==> src/rtl/sync_fifo_ctrl.sv <==
// sync_fifo_ctrl: single-clock FIFO with storage, pointers, registered
// status flags and occupancy count. Optional sticky error flags: SYNC_FIFO_ERR_EN.
//
// Ports:
//   CLK, RST             clock and synchronous active-high reset
//   WR_EN, WR_DATA       write request and word
//   RD_EN                read request
//   RD_DATA, RD_VALID    registered read word and one-cycle valid strobe
//   FULL, EMPTY          COUNT == depth / COUNT == 0
//   ALMOST_FULL/EMPTY    COUNT >= AFULL_LVL / COUNT <= AEMPTY_LVL
//   COUNT                occupancy, 0..depth
//   OVERFLOW, UNDERFLOW  sticky errors (only with SYNC_FIFO_ERR_EN)
module sync_fifo_ctrl #(
   parameter int DATA_WIDTH = 8,
   parameter int ADDR_WIDTH = 4,
   parameter int AFULL_LVL  = 12,
   parameter int AEMPTY_LVL = 2
) (
   input  logic                  CLK,
   input  logic                  RST,
   input  logic                  WR_EN,
   input  logic [DATA_WIDTH-1:0] WR_DATA,
   input  logic                  RD_EN,
   output logic [DATA_WIDTH-1:0] RD_DATA,
   output logic                  RD_VALID,
   output logic                  FULL,
   output logic                  EMPTY,
   output logic                  ALMOST_FULL,
   output logic                  ALMOST_EMPTY,
   output logic [ADDR_WIDTH:0]   COUNT
`ifdef SYNC_FIFO_ERR_EN
   ,
   output logic                  OVERFLOW,
   output logic                  UNDERFLOW
`endif
);

   localparam int MEM_DEPTH = 2**ADDR_WIDTH;
   localparam logic [ADDR_WIDTH:0] LP_ONE    = (ADDR_WIDTH+1)'(1);
   localparam logic [ADDR_WIDTH:0] LP_DEPTH  = (ADDR_WIDTH+1)'(MEM_DEPTH);
   localparam logic [ADDR_WIDTH:0] LP_AFULL  = (ADDR_WIDTH+1)'(AFULL_LVL);
   localparam logic [ADDR_WIDTH:0] LP_AEMPTY = (ADDR_WIDTH+1)'(AEMPTY_LVL);

   logic [DATA_WIDTH-1:0] r_mem [MEM_DEPTH];
   logic [ADDR_WIDTH:0]   r_wptr;
   logic [ADDR_WIDTH:0]   r_rptr;
   logic [ADDR_WIDTH:0]   r_count;
   logic [DATA_WIDTH-1:0] r_rd_data;
   logic                  r_rd_valid;
   logic                  r_full;
   logic                  r_empty;
   logic                  r_afull;
   logic                  r_aempty;

   logic                  w_wr_acc;
   logic                  w_rd_acc;
   logic [ADDR_WIDTH:0]   w_count_nxt;

   // Accepts use the registered flags, so a full FIFO can still take a
   // write only once a read has actually lowered COUNT.
   assign w_wr_acc = WR_EN & ~r_full;
   assign w_rd_acc = RD_EN & ~r_empty;

   always_comb begin
      w_count_nxt = r_count;
      if (w_wr_acc && !w_rd_acc) begin
         w_count_nxt = r_count + LP_ONE;
      end else if (w_rd_acc && !w_wr_acc) begin
         w_count_nxt = r_count - LP_ONE;
      end
   end

   // Storage is deliberately left out of reset.
   always_ff @(posedge CLK) begin
      if (!RST && w_wr_acc) begin
         r_mem[r_wptr[ADDR_WIDTH-1:0]] <= WR_DATA;
      end
   end

   always_ff @(posedge CLK) begin
      if (RST) begin
         r_wptr     <= '0;
         r_rptr     <= '0;
         r_count    <= '0;
         r_rd_data  <= '0;
         r_rd_valid <= 1'b0;
         r_full     <= 1'b0;
         r_empty    <= 1'b1;
         r_afull    <= (LP_AFULL == '0);
         r_aempty   <= 1'b1;
      end else begin
         r_rd_valid <= w_rd_acc;
         if (w_wr_acc) begin
            r_wptr <= r_wptr + LP_ONE;
         end
         if (w_rd_acc) begin
            r_rptr    <= r_rptr + LP_ONE;
            r_rd_data <= r_mem[r_rptr[ADDR_WIDTH-1:0]];
         end
         // Flags come from next-state COUNT so they are exact next cycle.
         r_count  <= w_count_nxt;
         r_full   <= (w_count_nxt == LP_DEPTH);
         r_empty  <= (w_count_nxt == '0);
         r_afull  <= (w_count_nxt >= LP_AFULL);
         r_aempty <= (w_count_nxt <= LP_AEMPTY);
      end
   end

`ifdef SYNC_FIFO_ERR_EN
   logic r_ovf;
   logic r_unf;

   always_ff @(posedge CLK) begin
      if (RST) begin
         r_ovf <= 1'b0;
         r_unf <= 1'b0;
      end else begin
         if (WR_EN && r_full) begin
            r_ovf <= 1'b1;
         end
         if (RD_EN && r_empty) begin
            r_unf <= 1'b1;
         end
      end
   end

   assign OVERFLOW  = r_ovf;
   assign UNDERFLOW = r_unf;
`else
   // Rejected requests are dropped with no record.
`endif

   assign RD_DATA      = r_rd_data;
   assign RD_VALID     = r_rd_valid;
   assign FULL         = r_full;
   assign EMPTY        = r_empty;
   assign ALMOST_FULL  = r_afull;
   assign ALMOST_EMPTY = r_aempty;
   assign COUNT        = r_count;

endmodule

==> config.mk <==
export PLATFORM = sky130hd
export DESIGN_NAME = sync_fifo_ctrl
export DESIGN_NICKNAME = d
export VERILOG_FILES = /design/src/rtl/sync_fifo_ctrl.sv
export SDC_FILE = /design/constraint.sdc
export NUM_CORES = 1
export LEC_CHECK = 0
export CAP_MARGIN = 0
export CORE_ASPECT_RATIO = 1.75
export CORE_MARGIN = 4
export CORE_UTILIZATION = 60
export DETAILED_ROUTE_END_ITERATION = 8
export PLACE_DENSITY = 0.9
export REMOVE_ABC_BUFFERS = 1
export SLEW_MARGIN = 20
export SYNTH_ARGS = -nofsm -noshare
export SYNTH_HDL_FRONTEND = slang
export SYNTH_SLANG_ARGS = --single-unit
==> constraint.sdc <==
create_clock -name CLK -period 3.75 [get_ports CLK]
set_input_delay 1.125 -clock CLK [delete_from_list [all_inputs] [get_ports CLK]]
set_output_delay 1.125 -clock CLK [all_outputs]
set_load 0.01 [all_outputs]
==> results.md <==
* Detailed Routing Iterations Pass 1 at 5
* Synth top area share at about 63%
* RR Endpoint: RD_DATA[6]
* Max Transition Viols Final at 0
* Setup TNS at 0 ns
* Worst reg-to-reg path cell count at 6
* # diodes at 0
* Buffers on Ports at 29
* Hold path start: RD_DATA[2]
* Status: completed
* Placer Congestion at 0.883
* Min Tclk post-route at around 2.9 ns
* Core area at between 9000 and 10000 um^2
* Worst skew pair latency at about 0.42 ns
* CTS max path bufs at 2
* Critical Path Source Type: input pin
* Ys async rst share at 0%
* Post-CTS setup buffers at 0
* Hold Path Class: reg -> reg
* Placed cell count at about 520
* Mapped Area at between 6000 and 7000 um^2
* DR iter-0 viols at around 330
* H-tree Lvls at 4
* RSZ-0062 raised after global routing: no
* Max-cap violations at 0
* Syn Area/Cell at 17.0 um^2
* Achievable clock frequency at ~0.35 GHz
* Vias per cell at about 6.4
* Synth cell types at 43
* Slew headroom at roughly 30%
* CTS tree: done
* Clock Sink Count at ~150
* Die height at 142 um
* Largest net degree at the start of global routing at 24
* Clock Pin Slew Worst Setup and Hold Paths at ~0.060 ns
* Routing usage on met3 at 6.80%
* CTS resizes at 0
* Met2 Use GR at around two fifths
* Die span in x at about 84 um
* Peak supply drop at roughly 0.48 mV
* Root buf cell: clkbuf_16
* Worst Path Max Fanout at 11
* Setup Skew at 0.00629 ns
* HPWL Detailed at approximately 8700 um
* CP Capture Type: flip-flop
* Hold WS at just over 0.5 ns
* Row Count at 48
* Leakage at 2.37 nW
* Share of cells above drive strength 1 at between 20% and 30%
* Synthesis Warnings at 0
* Die area at roughly 12000 um^2
* Met1 usage in global routing at 26.9%
* CTS Buf Count at 17
* Initial Util at around three fifths
* Layout Nets at 430
* Gr ovfl total at 0
* Hold Path Sink: RD_DATA[2]
* GRT Total Usage at 24.3%
* Fraction of the yosys area taken by sequential cells at 71.3%
* Antenna violations before repair at 0
* Global-route wire length before repair at between 20000 and 25000 um
* Drc violations at 0
* Routed Antenna Nets at 0
* PD cells at roughly 580 nW/um^2
* Flop-to-flop setup slack at 1.47 ns
* Number of setup violations in the final report at 0
* Total power at 4.21 mW
* WHS Path Cells at 2
* Cells after synthesis at 360
* Final Hold Fails at 0
* Non-Filler Instances at between 500 and 600
* Busiest grt layer: met2
* Worst-Margin Slew at about 1.1 ns
* Final period utilization at 76.4%
* Critical path class: in -> reg
* Vias in the first global route at approximately 3700
* Post-synth EDFFs at between 100 and 150
* Area Overhead vs Synth at 18.1%
* WL/cell at roughly 24 um
* Count of hold-fix buffers inserted at cts at 0
* Yosys top cell by area: edfxtp_1
* Largest cells by area after synthesis: edfxtp_1, mux4_2, dfxtp_1, nor2_1, ha_1
* CP required at approximately 3.8 ns
* Ys flop type: edfxtp_1
* Total number of vias at between 3000 and 4000
* Final wirelength at approximately 13000 um
* Register bit total from synthesis at around 150
* R2R Path Start: r_rptr[2]
* Crit path DAT at approximately 2.9 ns
* I/O pin cnt at 30
* Fin util at about 73%
## kinds of logic after synthesis
| family | after synthesis | synth area share (%) |
|---|---|---|
| flip-flops | 154 | 71.3 |
| adder cells (fa/ha/maj) | 7 | 1.43 |
| XOR/XNOR | 9 | 1.41 |
| AO/OA/AOI/OAI | 39 | 4.50 |
| multiplexers | 32 | 11.8 |
| buffers and inverters | 25 | 2.19 |
| AND/OR/NAND/NOR | 94 | 7.34 |
## state kept, by name (all words and copies together) (netlist names)
signal        count
r_mem           128
RD_DATA           8
COUNT             5
r_rptr            4
r_wptr            4
ALMOST_EMPTY      1
ALMOST_FULL       1
EMPTY             1
FULL              1
RD_VALID          1
## through the flow
step                instance area [um^2]  setup slack, ns
floorplan                           6010             1.02
global placement                    6610            0.662
detailed placement                  6610            0.548
CTS                                 7230            0.914
global route                        7230            0.794
finish                              7230            0.884
## per-layer routing
layer / part of all wire, % / wire length, um / vias to the layer above
li1: - / - / 1512
met1: 34 / 4450 / 1733
met2: 55 / 7190 / 217
met3: 7.2 / 943 / 50
met4: 4.4 / 581 / 0
met5: 0 / 0 / -
## worst max-delay path by stage
| stage | endpoint | from |
|---|---|---|
| 2_1_floorplan | RD_DATA[4] | r_rptr[0] |
| 3_3_place_gp | r_mem[1][0] | RST |
| 3_5_place_dp | r_mem[1][4] | RST |
| 4_1_cts | r_mem[1][7] | RST |
| 5_1_grt | r_mem[1][7] | RST |
| 6_report | r_mem[1][4] | RST |
## synth_stat cells (2+ instances only)
cell type,count
nand2b_1,2
buf_6,2
a41o_1,2
nand3_1,10
nand2_1,22
inv_1,8
nor2_1,39
a31oi_1,8
nor2b_1,5
edfxtp_1,128
xor2_1,4
buf_4,2
a211oi_1,3
dfxtp_1,26
xnor2_1,4
buf_2,5
a21oi_1,11
clkbuf_1,6
or2_1,2
a22oi_1,8
nand4_1,3
ha_1,7
and4_1,2
mux4_2,32
## area by class of cell
| cell class | instances | area (um^2) |
|---|---|---|
| Inverter | 8 | 30.0 |
| Timing Repair Buffer | 49 | 440 |
| Fill cell | 558 | 2680 |
| Tap cell | 125 | 156 |
| Clock buffer | 17 | 425 |
| Clock inverter | 15 | 190 |
| Sequential cell | 154 | 4370 |
| Multi-Input combinational cell | 181 | 1620 |
## placed cells by master, fill, tap and decap left out, types with 2 or more instances in the layout
cell type          n
nand2_1           22
inv_6              4
nand2b_1           2
a31oi_1            8
dfxtp_1           25
nor2_1            39
a41o_1             2
inv_1              8
nor2b_1            5
nand3_1           10
and4_1             2
clkinv_4           6
ha_1               7
a211oi_1           3
clkdlybuf4s50_1   29
xnor2_1            4
bufinv_16          3
xor2_1             4
buf_4             20
a21oi_1           11
clkbuf_16         17
a22oi_1            8
mux4_2            32
or2_1              2
nand4_1            3
edfxtp_1         128
## report_power, final
group          switching, mW  total, mW  internal (mW)
sequential            0.0464       1.95           1.90
combinational          0.263      0.512          0.249
clock                  0.686       1.74           1.06
total                  0.995       4.21           3.21
## critical path: stages
cell and delay (ns):
clkdlybuf4s50_1 0.64, or3_1 0.49, nor2_1 0.65
No activity file was read; power rests on OpenSTA's default activity.
